File: src/rtl/elevator_car_ctrl.sv
// -----------------------------------------------------------------------------
// elevator_car_ctrl
// Single-car elevator controller with a SCAN (sweep) service policy.
// Car-panel and hall requests are merged into one pending-floor bitmask; the
// car sweeps in one direction, stopping at every pending floor, and reverses
// only when nothing is left ahead. Travel between adjacent floors takes
// TRAVEL_CYCLES clocks and every stop holds the door open for DOOR_CYCLES.
//
// Optional build macro: EMERGENCY_RECALL_EN
//   Adds a level input 'recall'. While high, all requests are dropped, the car
//   completes its current floor step, returns to DEFAULT_FLOOR and holds the
//   door open there until recall falls, after which a normal dwell runs.
//
// Ports:
//   clk             system clock
//   reset           asynchronous active-low reset
//   recall          emergency recall level (EMERGENCY_RECALL_EN only)
//   car_req_valid   car-panel request strobe
//   car_req_floor   car-panel requested floor
//   hall_req_valid  hall-call request strobe
//   hall_req_floor  hall-call requested floor
//   current_floor   floor the car is at or last passed
//   up_ndown        sweep direction, 1 = up
//   moving          high while travelling
//   door_open       high while the door is open
//   arrived         one-cycle pulse on the edge the car stops at a floor
//   pending         outstanding-request bitmask
//   req_error       one-cycle pulse after a request for a non-existent floor
// -----------------------------------------------------------------------------
module elevator_car_ctrl #(
  parameter int NUM_FLOORS    = 8,
  parameter int FLOOR_W       = $clog2(NUM_FLOORS),
  parameter int DEFAULT_FLOOR = 0,
  parameter int TRAVEL_CYCLES = 4,
  parameter int DOOR_CYCLES   = 3
) (
  input  logic                  clk,
  input  logic                  reset,
`ifdef EMERGENCY_RECALL_EN
  input  logic                  recall,
`endif
  input  logic                  car_req_valid,
  input  logic [FLOOR_W-1:0]    car_req_floor,
  input  logic                  hall_req_valid,
  input  logic [FLOOR_W-1:0]    hall_req_floor,
  output logic [FLOOR_W-1:0]    current_floor,
  output logic                  up_ndown,
  output logic                  moving,
  output logic                  door_open,
  output logic                  arrived,
  output logic [NUM_FLOORS-1:0] pending,
  output logic                  req_error
);

  localparam int CNT_MAX = (TRAVEL_CYCLES > DOOR_CYCLES) ? TRAVEL_CYCLES : DOOR_CYCLES;
  localparam int CNT_W   = $clog2(CNT_MAX + 1);
  localparam logic [CNT_W-1:0]   TRAVEL_LAST = CNT_W'(TRAVEL_CYCLES - 1);
  localparam logic [CNT_W-1:0]   DOOR_LAST   = CNT_W'(DOOR_CYCLES - 1);
  localparam logic [FLOOR_W-1:0] HOME        = FLOOR_W'(DEFAULT_FLOOR);
  localparam logic [FLOOR_W-1:0] TOP         = FLOOR_W'(NUM_FLOORS - 1);

  typedef enum logic [1:0] {IDLE = 2'd0, MOVING = 2'd1, DOOR_OPEN = 2'd2} state_t;

  state_t           state;
  logic [CNT_W-1:0] cnt;   // shared travel / dwell counter

  logic recall_act;
`ifdef EMERGENCY_RECALL_EN
  assign recall_act = recall;
`else
  assign recall_act = 1'b0;
`endif

  // Request qualification; recall silences both capture and error reporting.
  logic car_in_range, hall_in_range, car_ok, hall_ok, req_bad;
  assign car_in_range  = int'(car_req_floor) < NUM_FLOORS;
  assign hall_in_range = int'(hall_req_floor) < NUM_FLOORS;
  assign car_ok        = car_req_valid && car_in_range && !recall_act;
  assign hall_ok       = hall_req_valid && hall_in_range && !recall_act;
  assign req_bad       = !recall_act &&
                         ((car_req_valid && !car_in_range) || (hall_req_valid && !hall_in_range));

  logic [FLOOR_W-1:0] step_floor;
  assign step_floor = up_ndown ? current_floor + FLOOR_W'(1) : current_floor - FLOOR_W'(1);

  logic [NUM_FLOORS-1:0] new_mask, cur_hot, step_hot, above, below;

  genvar gi;
  generate
    for (gi = 0; gi < NUM_FLOORS; gi++) begin : g_floor
      assign new_mask[gi] = (car_ok  && car_req_floor  == FLOOR_W'(gi)) ||
                            (hall_ok && hall_req_floor == FLOOR_W'(gi));
      assign cur_hot[gi]  = current_floor == FLOOR_W'(gi);
      assign step_hot[gi] = step_floor == FLOOR_W'(gi);
      assign above[gi]    = pending[gi] && (FLOOR_W'(gi) > current_floor);
      assign below[gi]    = pending[gi] && (FLOOR_W'(gi) < current_floor);
    end
  endgenerate

  logic any_above, any_below, any_work, pend_here, pend_step, new_here;
  logic at_end, step_end, travel_done, home_up, step_home_up;
  assign any_above    = |above;
  assign any_below    = |below;
  assign any_work     = any_above || any_below;
  assign pend_here    = |(pending & cur_hot);
  assign pend_step    = |(pending & step_hot);
  assign new_here     = |(new_mask & cur_hot);
  assign at_end       = up_ndown ? (current_floor == TOP) : (current_floor == '0);
  assign step_end     = (step_floor == TOP) || (step_floor == '0);
  assign travel_done  = cnt == TRAVEL_LAST;
  assign home_up      = HOME > current_floor;
  assign step_home_up = HOME > step_floor;

  // Sweep direction: keep going while work lies ahead, otherwise turn around.
  logic dir_pick;
  always_comb begin
    dir_pick = up_ndown;
    if (up_ndown ? any_above : any_below)
      dir_pick = up_ndown;
    else if (up_ndown ? any_below : any_above)
      dir_pick = !up_ndown;
  end

  // Stops clear the serviced floor; a request for the floor whose door is
  // opening (or already open) is absorbed rather than left pending. A request
  // for a floor merely being passed survives for a later sweep.
  logic                  stop_idle, stop_step, absorb_door;
  logic [NUM_FLOORS-1:0] clr_mask, pending_next;
  assign stop_idle    = (state == IDLE) && !recall_act && pend_here;
  assign stop_step    = (state == MOVING) && travel_done && !at_end && !recall_act && pend_step;
  assign absorb_door  = (state == DOOR_OPEN) && new_here;
  assign clr_mask     = (stop_idle || absorb_door) ? cur_hot : (stop_step ? step_hot : '0);
  assign pending_next = recall_act ? '0 : ((pending | new_mask) & ~clr_mask);

  always_ff @(posedge clk or negedge reset) begin
    if (!reset) begin
      state         <= IDLE;
      cnt           <= '0;
      current_floor <= HOME;
      up_ndown      <= 1'b1;
      moving        <= 1'b0;
      door_open     <= 1'b0;
      arrived       <= 1'b0;
      pending       <= '0;
      req_error     <= 1'b0;
    end else begin
      pending   <= pending_next;
      req_error <= req_bad;
      arrived   <= 1'b0;
      case (state)
        IDLE: begin
          cnt <= '0;
          if (recall_act) begin
            if (current_floor == HOME) begin
              state <= DOOR_OPEN; door_open <= 1'b1; arrived <= 1'b1;
            end else begin
              up_ndown <= home_up; state <= MOVING; moving <= 1'b1;
            end
          end else if (pend_here) begin
            state <= DOOR_OPEN; door_open <= 1'b1; arrived <= 1'b1;
          end else if (any_work) begin
            up_ndown <= dir_pick; state <= MOVING; moving <= 1'b1;
          end
        end
        MOVING: begin
          if (travel_done) begin
            cnt <= '0;
            if (at_end) begin
              // Would leave the shaft: abandon the move.
              state <= IDLE; moving <= 1'b0;
            end else begin
              current_floor <= step_floor;
              if (recall_act) begin
                if (step_floor == HOME) begin
                  state <= DOOR_OPEN; moving <= 1'b0; door_open <= 1'b1; arrived <= 1'b1;
                end else begin
                  up_ndown <= step_home_up;
                end
              end else if (pend_step) begin
                state <= DOOR_OPEN; moving <= 1'b0; door_open <= 1'b1; arrived <= 1'b1;
              end else if (step_end) begin
                // Reached the shaft end with nothing to do there.
                state <= IDLE; moving <= 1'b0;
              end
            end
          end else begin
            cnt <= cnt + CNT_W'(1);
          end
        end
        DOOR_OPEN: begin
          if ((recall_act && current_floor == HOME) || new_here) begin
            cnt <= '0;  // hold at recall, or restart dwell on a fresh call here
          end else if (cnt == DOOR_LAST) begin
            cnt       <= '0;
            door_open <= 1'b0;
            if (recall_act) begin
              up_ndown <= home_up; state <= MOVING; moving <= 1'b1;
            end else if (any_work) begin
              up_ndown <= dir_pick; state <= MOVING; moving <= 1'b1;
            end else begin
              state <= IDLE;
            end
          end else begin
            cnt <= cnt + CNT_W'(1);
          end
        end
        default: begin
          state <= IDLE; cnt <= '0; moving <= 1'b0; door_open <= 1'b0;
        end
      endcase
    end
  end

endmodule

File: config.mk
export PLATFORM = sky130hd
export DESIGN_NAME = elevator_car_ctrl
export DESIGN_NICKNAME = d
export VERILOG_FILES = /design/src/rtl/elevator_car_ctrl.sv
export SDC_FILE = /design/constraint.sdc
export NUM_CORES = 1
export LEC_CHECK = 0
export ABC_AREA = 1
export BUFFER_PORTS_ARGS = -buffer_cell sky130_fd_sc_hd__buf_2
export CORE_ASPECT_RATIO = 1.4
export CORE_MARGIN = 1.5
export CORE_UTILIZATION = 60
export DETAILED_ROUTE_END_ITERATION = 16
export GPL_TIMING_DRIVEN = 0
export PLACE_DENSITY = 0.83
export SETUP_SLACK_MARGIN = 0.5
export SYNTH_ARGS = -nofsm -noshare
export SYNTH_HDL_FRONTEND = slang
export SYNTH_SLANG_ARGS = --single-unit
export TNS_END_PERCENT = 5
File: constraint.sdc
create_clock -name clk -period 4.7 [get_ports clk]
set_input_delay 0.705 -clock clk [delete_from_list [all_inputs] [get_ports clk]]
set_output_delay 0.705 -clock clk [all_outputs]
set_load 0.1 [all_outputs]
[Yosys cells after proc, flatten, opt, wreduce, memory -nomap -nowiden]
Index checks and enable logic that the tools add are counted.
Operators by class
  add/sub/neg operators: 3
  order comparisons: 16
  eq/ne operators: 41
  mux-type cells: 48
  bitwise logic cells: 7
  reductions and logical operators: 66
Operators by type and width (number)
  3-bit == test (second input constant): 16
  8-bit OR reduction: 5
  1-bit logical AND: 37
  8-bit bitwise AND: 4
  3-bit by 2-bit == test with 1-bit output (second input constant): 10
  1-bit 2-to-1 mux: 28
  2-bit 2-to-1 mux: 8
  8-bit 2-to-1 mux: 2
  3-bit by 1-bit == test with 1-bit output (second input constant): 4
  3-bit > comparator (first input constant): 4
  3-bit logical NOT: 4
  3-bit less-than comparator (first input constant): 4
  3-bit 2-to-1 mux: 4
  2-bit != test (second input constant): 6
  1-bit logical OR: 11
  5-bit AND reduction: 2
  8-bit inverter: 1
  8-bit OR: 1
  3-bit by 1-bit adder with 3-bit output (second input constant): 2
  1-bit by 3-bit > comparator with 1-bit output (first input constant): 2
  2-bit by 3-bit > comparator with 1-bit output (first input constant): 2
  1-bit by 3-bit less-than comparator with 1-bit output (first input constant): 2
  2-bit by 3-bit less-than comparator with 1-bit output (first input constant): 2
  1-bit one-hot mux with 3 select lines: 2
  16 further kinds: 18
Word-level totals
  flip-flop bits (word level): 20
  input port bits: 10
  output and inout bits: 16
  word-level logic and storage cells: 189

[Longest topological paths before layout]
Gate-level depths: netlist of run 1.
  depth in word-level cells: 10
  gate-level depth with buffers: 15
  mapped depth without buffers: 15

[Worst setup path after synthesis of run 1]
No wires, ideal clock.
  path type: flip-flop to flip-flop
  start point: register current_floor[0]
  end point: register pending[3]
  library setup time: 0.122 ns
  arrival: 2.666 ns
  data required time: 4.578 ns
  setup slack: 1.911 ns
  cell stages (with the launch flop): 14
  buffers on the path: 0
  period minus slack after synthesis: 2.789 ns
  path through: dfrtp_1 > inv_2 > ha_1 > inv_1 > nand2_1 > nand2_1 > nor2_1 > nand4_1 > nand2_1 > nor2_1 > nand2_2 > nand3_4 > nor3_2 > nor2_1
On the way
  cells in the longest elaborated chain, start to end: 10
  elaborated cells on any way between the ends: 36
  those cells by class: add/sub (2); eq/ne (14); mux (4); bitwise (5); reduce/logical (11)
RTL lines
  start: declaration: RTL line 46  | output logic [FLOOR_W-1:0] current_floor,
  start signal: assignment: RTL line 172  | current_floor <= step_floor;
  3-bit by 1-bit subtractor with 3-bit output or 3-bit by 1-bit adder with 3-bit output (tied branches): RTL line 84  | assign step_floor = up_ndown ? current_floor + FLOOR_W'(1) : current_floor - FLOOR_W'(1);
  3-bit 2-to-1 mux: RTL line 84
  3-bit by 1-bit == test with 1-bit output, or another cell as far along: RTL line 94  | assign step_hot[gi] = step_floor == FLOOR_W'(gi);
  8-bit bitwise AND: RTL line 106  | assign pend_step = |(pending & step_hot);
  8-bit OR reduction: RTL line 106
  1-bit logical AND: RTL line 130  | assign stop_step = (state == MOVING) && travel_done && !at_end && !recall_act && pend_step;
  8-bit 2-to-1 mux: RTL line 132  | assign clr_mask = (stop_idle || absorb_door) ? cur_hot : (stop_step ? step_hot : '0);
  8-bit 2-to-1 mux (*): RTL line 132
  8-bit inverter (*): RTL line 133  | assign pending_next = recall_act ? '0 : ((pending | new_mask) & ~clr_mask);
  8-bit bitwise AND (*): RTL line 133
  named net pending_next[3]: RTL line 128  | logic [NUM_FLOORS-1:0] clr_mask, pending_next;
  end signal: assignment: RTL line 147  | pending <= pending_next;
  end: declaration: RTL line 51  | output logic [NUM_FLOORS-1:0] pending,
Mark *: on every way through the listed nets, which the timed path passes. The rest lies on a longest branch.
A chain may end at the register's enable or synchronous reset.

[Final worst setup path of run 1]
  start point: register current_floor[0]
  end point: register pending[2]
The elaborated chain is that of the path after synthesis.

==> impl_metrics.ini, run 1 <==
[placed_design]
dpl-instance-area_mm2 = 0.002128
gp_routability_congestion = 0.9520
detailed_place_hpwl_um = 3728
detailedPlace.worstSlack_ps = 2258
portBuffers = 24

[power_and_ir_drop]
vdd_drop_max_mv = 0.4687
leakagePower_nw = 1.268
power-per-cell-area_mw_per_mm2 = 539.4
total_power_after_layout_mw = 1.172

[clock_tree]
cts_tree = done
cts_sink_cnt = 20
post_cts_resized = 0
clock_insertion_delay_at_the_later_pin_of_the_skew_report_ps = 270
cts.hold.buffers_added = 0
cts_htree_levels = 1
longest_clk_path_bufs = 2
cts_root_buffer = clkbuf_8
clock_buffer_count_from_cts = 3
post_cts_buffers = 0
worst_setup_hold_path_clk_slew_ps = 80

[routing]
vias = 2007
drt_pass1_iterations = 4
drt.antenna.violating_nets = 0
post_drt_via_cell_ratio = 5.296
drt_iter0_markers = 53
post-route-drc-count = 0
totalWireLength_um = 4688
detail_route.wl_per_cell_um = 12.37

[floorplan]
fp.dieW_um = 51.30
fp.coreArea_mm2 = 0.003123
design.portCount = 26
floorplan.die.height_um = 70.62
floorplan.die_area_mm2 = 0.003622
number_of_rows_in_the_core_area = 24
initial_core_util_pct = 62.74

[final_layout]
antenna_cells_inserted = 0
finalNetCount = 365
layout-drive-gt1-share_pct = 18.24
final.fill_count = 302
regArea_um2 = 501.7
syn_to_final_growth_pct = 10.92
stdcell_area_mm2 = 0.002173
multi_input_area_mm2 = 0.001251

[sta]
post-route-period-util_pct = 53.47
worst_hold_slack_ps = 387.0
setup_total_negative_slack_ps = 0
fin_crit_ps = 2513
grt_setup_unrepaired = no
post_layout_worst_setup_margin_ps = 2187
report.final.setup_viol = 0
hold_viol_final = 0
drv_slew = 0
clock-skew-final_ps = 6.112
fmax_ghz = 0.3979

[grt]
antenna_found_initial = 0
grt_remaining_overflow = 0
grt_start_max_net_pins = 21
grt_usage_pct = 29.10
first_global_vias = 1947
grt_first_pass_wirelength_um = 8093

[logic_synthesis]
postSynthRegisterBits = 20
yosysTopAreaCell = dfrtp_1
synth_top_cells_by_area = dfrtp_1 (24%), nand2_1 (21%), ha_1 (8.9%), nor2_1 (8.2%), inv_1 (7.7%)
syn_area_per_cell_um2 = 6.280
post_synth_num_cell_types = 28
post_synth_instance_area_mm2 = 0.001959
post-synth-top-area-fraction_pct = 24.27
synth_seq_area_share_pct = 25.61
syn-num-nets = 336
synthesis.instances = 312
ys.warnings.count = 0

[setup_path]
crit_buf_inv = 2
crit_path_max_fanout = 11
cells_along_the_critical_path = inv_2, ha_1, inv_1, nand2_1, nand2_1, nor2_1, nand4_1, nand2_1, nor2_1, nand2_2, nand3_4, nor3_2, nor2_1
timing.critical_path.from_type = flop
critPathRequiredTime_ps = 4860
critical_path.max_stage_delay_ps = 590
critPathKind = flop to flop
critical-path-slowest-cell = dfrtp_1
r2r-start = current_floor[0]
end_kind = flop
worst_ep_arrival_time_ps = 2670
worst-r2r-setup-slack_ps = 2190
worst_setup_path_startpoint = current_floor[0]
path_delay_family = simple AND/OR/NAND/NOR gates

[run_status]
outcome = finished, final reports clean

[worst_hold_path]
hold_path.class = primary input to async pin

[run]
maxCapViolations = 0
[cell families after synthesis]
kind of cell	after synthesis	share of synthesized area, %
AND/OR/NAND/NOR	198	46.17
buffers and inverters	51	10.54
AO/OA/AOI/OAI	27	8.110
flip-flops	20	25.61
adder cells (fa/ha/maj)	14	8.940
XOR/XNOR	1	0.4471
other	1	0.1914
[worst register-to-register path, cell delays in order (launching register included)]
cell and delay, ps:
dfrtp_1 590, inv_2 170, ha_1 350, inv_1 60, nand2_1 50, nand2_1 90, nor2_1 250, nand4_1 140
nand2_1 120, nor2_1 60, nand2_2 90, nand3_4 150, nor3_2 210, nor2_1 70
[area by class of cell]
class                      instances  share of cell area [%]
sequential                        20                   23.09
inverter                          48                   8.290
tap                               39                   2.245
multi-input combinational        241                   57.57
timing repair buffer              24                   5.527
clock buffer                       4                   2.073
buffer                             3                   1.209
[path summary, 6_finish.rpt]
kind / to / cells past startpoint
setup / recovery: pending[2] / 13
hold / removal: cnt[2] / 1
setup reg to reg: pending[2] / 13
hold reg to reg: cnt[0] / 1
max in group asynchronous: up_ndown / 1
min in group clk: cnt[0] / 1
[state kept, by name (all words and copies together), names as in the netlist]
signal / cells
arrived: 1
cnt: 3
current_floor: 3
door_open: 1
moving: 1
pending: 8
state: 2
up_ndown: 1
[metal layers]
layer	global-route usage [%]	up-vias	routed length, µm
met4	13.74	0	192
li1	-	1038	-
met3	3.376	18	160
met2	54.55	59	2436
met1	31.46	892	1898
met5	0	-	0
[layout by cell type (no fill, tap or decap)]
| cell type | count |
|---|---|
| inv_2 | 8 |
| buf_6 | 1 |
| buf_4 | 2 |
| nand3_4 | 1 |
| nand4_1 | 7 |
| nand2_2 | 5 |
| buf_2 | 24 |
| clkbuf_1 | 1 |
| o21ai_0 | 2 |
| a22oi_1 | 2 |
| conb_1 | 1 |
| ha_1 | 14 |
| nor3_2 | 8 |
| a21oi_1 | 5 |
| o21ai_1 | 7 |
| inv_1 | 40 |
| o21bai_1 | 1 |
| nand2_1 | 111 |
| nor3_1 | 1 |
| a21boi_0 | 1 |
| dfrtp_1 | 19 |
| nor2_1 | 43 |
| dfstp_2 | 1 |
| clkbuf_8 | 3 |
| xor2_1 | 1 |
| nand3_1 | 13 |
| nor2_2 | 2 |
| nand3_2 | 6 |
| o22ai_1 | 8 |
| nand2_4 | 1 |
| o2bb2ai_1 | 1 |
[report_power, final]
part | internal, mW | switching [mW] | total [mW]
registers | 0.214 | 0.0477 | 0.261
logic | 0.198 | 0.587 | 0.785
clock network | 0.0607 | 0.0649 | 0.126
[through the flow]
stage | util (%) | std cells
finish | 69.59 | 379
detailed placement | 68.15 | 375
global route | 69.59 | 379
floorplan | - | 312
CTS | 69.59 | 379
global placement | 68.15 | 375
[Yosys cell counts, drive strengths merged]
cell and number:
nand4 7, o2bb2ai 1, dfstp 1, buf 3, nor2 45, o21bai 1
nand2 117, conb 1, o21ai 9, a22oi 2, nand3 20, dfrtp 19
nor3 9, o22ai 8, xor2 1, inv 48, a21boi 1, ha 14
a21oi 5
(Power assumes the default switching activity.)
==> inputs of run 2 (changes only) <==
- CORE_UTILIZATION: 60 -> 58
- PLACE_DENSITY: 0.83 -> 0.8
- clock period: 4.7 -> 2.6 ns (I/O delays scaled with it)
==> run 2 against run 1 <==
Sequential power is 82% higher. Largest power group unchanged. Flip-flop and latch count stayed put. Setup slack worse by 1700 ps.
==> impl_metrics.ini, run 2 (synthesis results as in run 1) <==
[floorplan]
floorplan.die.height_um = 71.77
fp.coreArea_mm2 = 0.003183
fp.dieW_um = 52.12
design.portCount = 26
initial_core_util_pct = 61.56
number_of_rows_in_the_core_area = 24
floorplan.die_area_mm2 = 0.003741

[grt]
grt_usage_pct = 28.30
grt_first_pass_wirelength_um = 7955
first_global_vias = 1921
grt_remaining_overflow = 0
antenna_found_initial = 0
grt_start_max_net_pins = 21

[setup_path]
critPathRequiredTime_ps = 2760
cells_along_the_critical_path = inv_4, ha_4, inv_1, nand2_1, nand2_2, nor2_4, nand3_1, nand2_1, nor2_2, nand2_2, nand3_4, nor3_4, nor2_1
worst_setup_path_startpoint = current_floor[1]
r2r-start = current_floor[1]
endpoint = pending[2]
path_depth = 13
timing.critical_path.from_type = flop
reg2reg_to = pending[2]
path_delay_family = simple AND/OR/NAND/NOR gates
end_kind = flop
critPathKind = flop to flop
worst-r2r-setup-slack_ps = 510
crit_buf_inv = 2
critical-path-slowest-cell = dfrtp_4
worst_ep_arrival_time_ps = 2250
critical_path.max_stage_delay_ps = 500
reg2reg_depth = 13
crit_path_max_fanout = 8

[clock_tree]
cts_root_buffer = clkbuf_8
clock_insertion_delay_at_the_later_pin_of_the_skew_report_ps = 270
cts_tree = done
longest_clk_path_bufs = 2
clock_buffer_count_from_cts = 3
cts_htree_levels = 1
cts.hold.buffers_added = 0
worst_setup_hold_path_clk_slew_ps = 80
cts_sink_cnt = 20

[final_layout]
reg_top3 = pending x8, cnt x3, current_floor x3
stdcell_area_mm2 = 0.002425
layout-drive-gt1-share_pct = 27.84
finalNetCount = 377
final_cell_count_no_fill = 391
max_flop_register = pending
final_cell_mix = nand2_1 (104), inv_1 (40), nor2_1 (33), buf_2 (24), dfrtp_1 (16)
syn_to_final_growth_pct = 23.76
antenna_cells_inserted = 0
largest_reg_flops = 8
commonest_non_fill_non_tap_cell_in_the_layout = nand2_1

[run_status]
outcome = finished, final reports clean

[power_and_ir_drop]
leakagePower_nw = 1.358
power-per-cell-area_mw_per_mm2 = 999.3
vdd_drop_max_mv = 0.8072

[routing]
drt_pass1_iterations = 7
post_drt_via_cell_ratio = 5.455
post-route-drc-count = 0
totalWireLength_um = 5294
detail_route.wl_per_cell_um = 13.54
vias = 2133
drt_iter0_markers = 102
drt.antenna.violating_nets = 0

[sta]
grt_setup_unrepaired = yes
post_layout_worst_setup_margin_ps = 507.1
setup_total_negative_slack_ps = 0
hold_viol_final = 0
post-route-period-util_pct = 80.49
drv_slew = 0
fin_crit_ps = 2093
worst_hold_slack_ps = 71.38
fmax_ghz = 0.4778
report.final.setup_viol = 0
clock-skew-final_ps = 0.8176

[placed_design]
dpl-instance-area_mm2 = 0.002166
portBuffers = 24
gp_routability_congestion = 0.9411
numPlacedInstances = 375
detailedPlace.worstSlack_ps = 429.5
detailed_place_hpwl_um = 3970

[run]
maxCapViolations = 0

[worst_hold_path]
hold_path.class = primary input to async pin
## run 2: changes by cell type in the layout (fill, tap and decap cells not counted), sizes merged
| cell | before | now |
|---|---|---|
| buf | 27 | 38 |
| nand3 | 20 | 21 |
## run 2: area by class of cell
type                       count  area (µm²)
inverter                      48       190.2
clock buffer                   4       45.04
fill                         271       758.2
buffer                         3       26.28
sequential                    20       514.2
timing repair buffer          35       202.7
tap                           39       48.80
multi-input combinational    242        1398
## run 2: what timing repair did
item	4_1_cts	5_1_grt
pin swaps	0	8
endpoints found under the setup margin	11	12
endpoints found under the hold margin	0	0
setup buffers	3	8
cloned	0	1
gates resized for setup	1	33
## run 2: power by group
part           internal [mW]  switching (mW)
clock network          0.110           0.119
registers              0.393          0.0836
logic                  0.505            1.21
## run 2: per-layer routing
| metal | part of all wire [%] | track usage (%) |
|---|---|---|
| met1 | 38 | 29.56 |
| met2 | 55 | 54.01 |
| met3 | 4.2 | 3.750 |
| met4 | 2.5 | 11.99 |
| met5 | 0 | 0 |
## run 2: worst min-delay path by stage
stage                     start                to  depth (start not counted)
final                     reset  current_floor[0]                          1
after global routing      reset        pending[2]                          1
after CTS                 reset        pending[2]                          1
after detailed placement  reset        pending[2]                          1
after global placement    reset        pending[2]                          1
after floorplan           reset           arrived                          0
## run 2: through the flow
step	power (mW)	util, %
after global placement	1.910	68.04
final	2.423	76.18
after floorplan	1.657	-
after detailed placement	1.940	68.04
after CTS	2.186	70.24
after global routing	2.611	76.18
==> inputs of run 3 (changes only) <==
- ABC_AREA: 1 -> 0
- CORE_UTILIZATION: 58 -> 52
- PLACE_DENSITY: 0.8 -> 0.76
- clock period: 2.6 -> 1.7 ns (I/O delays scaled with it)
==> run 3 against run 2 <==
The flow now finishes with violations (setup timing). Setup slack got worse by 1400 ps. Worst hold slack improved by 380 ps. Core utilization decreased by 1.4 points. Via count decreased by 6.6%. Sequential power increased by 42%. Die area increased by 9.7%. Maximum frequency decreased by 18%. Register-to-register slack got worse by 1400 ps. Count of clock-buffer cells in the layout unchanged. Final area increased by 11%. Cell count decreased by 18%. Combinational power increased by 37%. Critical endpoint is now state[1]. Largest cell class unchanged. Largest power group unchanged.
==> impl_metrics.ini, run 3 <==
[final_layout]
syn_to_final_growth_pct = 39.56
final_cell_count_no_fill = 319
commonest_non_fill_non_tap_cell_in_the_layout = nor2_1
antenna_cells_inserted = 0
finalNetCount = 302
final_cell_mix = nor2_1 (23), buf_4 (19), nand2_1 (18), dfrtp_1 (16), a21oi_1 (15)
largest_reg_flops = 8
layout-drive-gt1-share_pct = 34.30
max_flop_register = pending
stdcell_area_mm2 = 0.002701
reg_top3 = pending x8, cnt x3, current_floor x3
final.fill_count = 265

[routing]
detail_route.wl_per_cell_um = 18.38
post-route-drc-count = 0
totalWireLength_um = 5863
post_drt_via_cell_ratio = 6.245
drt_pass1_iterations = 4
drt_iter0_markers = 98
drt.antenna.violating_nets = 0
vias = 1992

[run_status]
violated_checks = setup timing
outcome = complete, but fails checks

[logic_synthesis]
ys.flop_type = dfrtp_1
post_synth_num_cell_types = 61
synthesis.instances = 230
synthTopCellsByCount = nor2_1 (23), dfrtp_1 (19), nand2_1 (18)
post-synth-top-area-fraction_pct = 24.56
async_reset_ff_share_pct = 100.0
ys.warnings.count = 0
syn-num-nets = 254
syn_area_per_cell_um2 = 8.416
synth_top_cells_by_area = dfrtp_1 (25%), ha_1 (9.0%), nor2_1 (4.5%), a21oi_1 (4.1%), nand2_1 (3.5%)
most_frequent_cell_after_synthesis = nor2_1
postSynthRegisterBits = 20
post_synth_instance_area_mm2 = 0.001936
yosysTopAreaCell = dfrtp_1
synth_seq_area_share_pct = 25.92
synth_enable_flop_cells = 0

[setup_path]
worst-r2r-setup-slack_ps = -860
r2r-start = current_floor[1]
critPathRequiredTime_ps = 1860
critPathKind = flop to flop
worst_ep_arrival_time_ps = 2720
endpoint = state[1]
reg2reg_to = state[1]
reg2reg_depth = 9
end_kind = flop
timing.critical_path.from_type = flop
worst_setup_path_startpoint = current_floor[1]
crit_path_max_fanout = 4

[clock_tree]
clock_buffer_count_from_cts = 3
cts_root_buffer = clkbuf_8
cts_sink_cnt = 20
cts_htree_levels = 1
clock_insertion_delay_at_the_later_pin_of_the_skew_report_ps = 270
longest_clk_path_bufs = 2
cts_tree = done
worst_setup_hold_path_clk_slew_ps = 90

[run]
maxCapViolations = 0

[floorplan]
floorplan.die.height_um = 75.19
fp.coreArea_mm2 = 0.003611
design.portCount = 26
number_of_rows_in_the_core_area = 26
initial_core_util_pct = 53.60
floorplan.die_area_mm2 = 0.004103
fp.dieW_um = 54.57

[grt]
grt_remaining_overflow = 0
grt_start_max_net_pins = 21
antenna_found_initial = 0
grt_first_pass_wirelength_um = 8487
grt_usage_pct = 28.94
first_global_vias = 1877

[sta]
clock-skew-final_ps = 9.832
fin_crit_ps = 2558
report.final.setup_viol = 20
post_layout_worst_setup_margin_ps = -858.3
grt_setup_unrepaired = yes
fmax_ghz = 0.3909
hold_viol_final = 0
drv_slew = 0
max-slew-margin-rel_pct = 65.82
post-route-period-util_pct = 150.5
worst-slew-pin-transition_ps = 512.7

[placed_design]
numPlacedInstances = 296
portBuffers = 24
gp_routability_congestion = 0.9267
dpl-instance-area_mm2 = 0.002197
detailed_place_hpwl_um = 3890

[power_and_ir_drop]
power.switching_mw = 1.697
internal_power_mw = 1.726
leakagePower_nw = 1.075
share_seq_of_total_power_pct = 19.7
power-per-cell-area_mw_per_mm2 = 1267
vdd_drop_max_mv = 1.224
power_switching_share_pct = 49.57
share_clk_of_total_power_pct = 11.3
comb_power_share_pct = 69.0
total_power_after_layout_mw = 3.423

[worst_hold_path]
hold_path.class = primary input to flop
timing.hold.worst_path_depth = 5
[run 3: cell count changes in the layout (fill, tap and decap cells not counted), moves of 9 or more]
cell	change
buf_2	-12
inv_1	-29
nor2_1	-10
buf_6	+11
a21oi_1	+11
nand2_2	-9
nand2_1	-86
[run 3: logic make-up (layout without fill, tap and decap cells)]
group	Yosys count	count (layout)	synth area share [%]
xor+xnor	7	7	3.167
compound gates	65	65	25.92
other cells	1	1	0.1937
flops	20	20	25.92
buf+inv	23	70	5.171
mux	7	7	3.749
simple gates	93	93	26.83
fa+ha+maj	14	14	9.050
[run 3: repair_timing]
item	in CTS	in global routing
gates resized for setup	50	26
endpoints found under the hold margin	19	0
buffers inserted	16	2
hold buffers	1	0
pin swaps	10	7
setup endpoints to repair	35	33
[run 3: critical path, stage by stage, from the launching register on]
cell and delay (ps):
dfrtp_4 420, buf_6 110, clkinvlp_4 120, ha_4 360, xor2_4 190, mux2_4 340
nor4b_4 140, a211oi_4 230, and3_4 240, mux2_4 300
[run 3: power by group through the flow]
stage / Combinational [mW] / Sequential (mW) / Clock [mW]
final: 2.36 / 0.675 / 0.386
after global routing: 2.50 / 0.681 / 0.403
after CTS: 2.12 / 0.668 / 0.383
after detailed placement: 1.74 / 0.683 / 0
after global placement: 1.72 / 0.679 / 0
after floorplan: 0.993 / 1.09 / 0
[run 3: stage by stage]
| stage | hold slack (ps) | utilization (%) | setup slack (ps) | TNS, ps |
|---|---|---|---|---|
| floorplan | -40.59 | - | -1093 | -15300 |
| global placement | 235.6 | 60.85 | -1131 | -16490 |
| detailed placement | 239.8 | 60.85 | -1157 | -16880 |
| CTS | 453.2 | 71.24 | -898.7 | -12100 |
| global route | 492.2 | 74.81 | -925.3 | -13340 |
| finish | 453.5 | 74.81 | -858.3 | -11570 |
[run 3: layout make-up]
cell class | instances | area [µm²] | share of cell area, %
inverters | 13 | 57.56 | 2.131
flip-flops and latches | 20 | 510.5 | 18.90
plain buffers | 10 | 85.08 | 3.150
multi-input cells | 187 | 1558 | 57.67
clock buffers | 4 | 55.05 | 2.038
repair buffers | 43 | 382.9 | 14.17
well taps | 42 | 52.55 | 1.945
[run 3: worst min-delay path by stage]
| stage | to | startpoint |
|---|---|---|
| 2_1_floorplan | arrived | reset |
| 3_3_place_gp | current_floor[1] | reset |
| 3_5_place_dp | current_floor[1] | reset |
| 4_1_cts | pending[3] | car_req_floor[1] |
| 5_1_grt | cnt[0] | cnt[0] |
| 6_report | pending[3] | car_req_floor[1] |
[run 3: per-layer routing]
metal,GRT usage (%),vias to the layer above,routed length (µm)
met4,14.44,0,225
met2,52.48,70,3138
met5,0,-,0
met3,2.778,21,247
met1,32.58,958,2252
li1,-,943,-
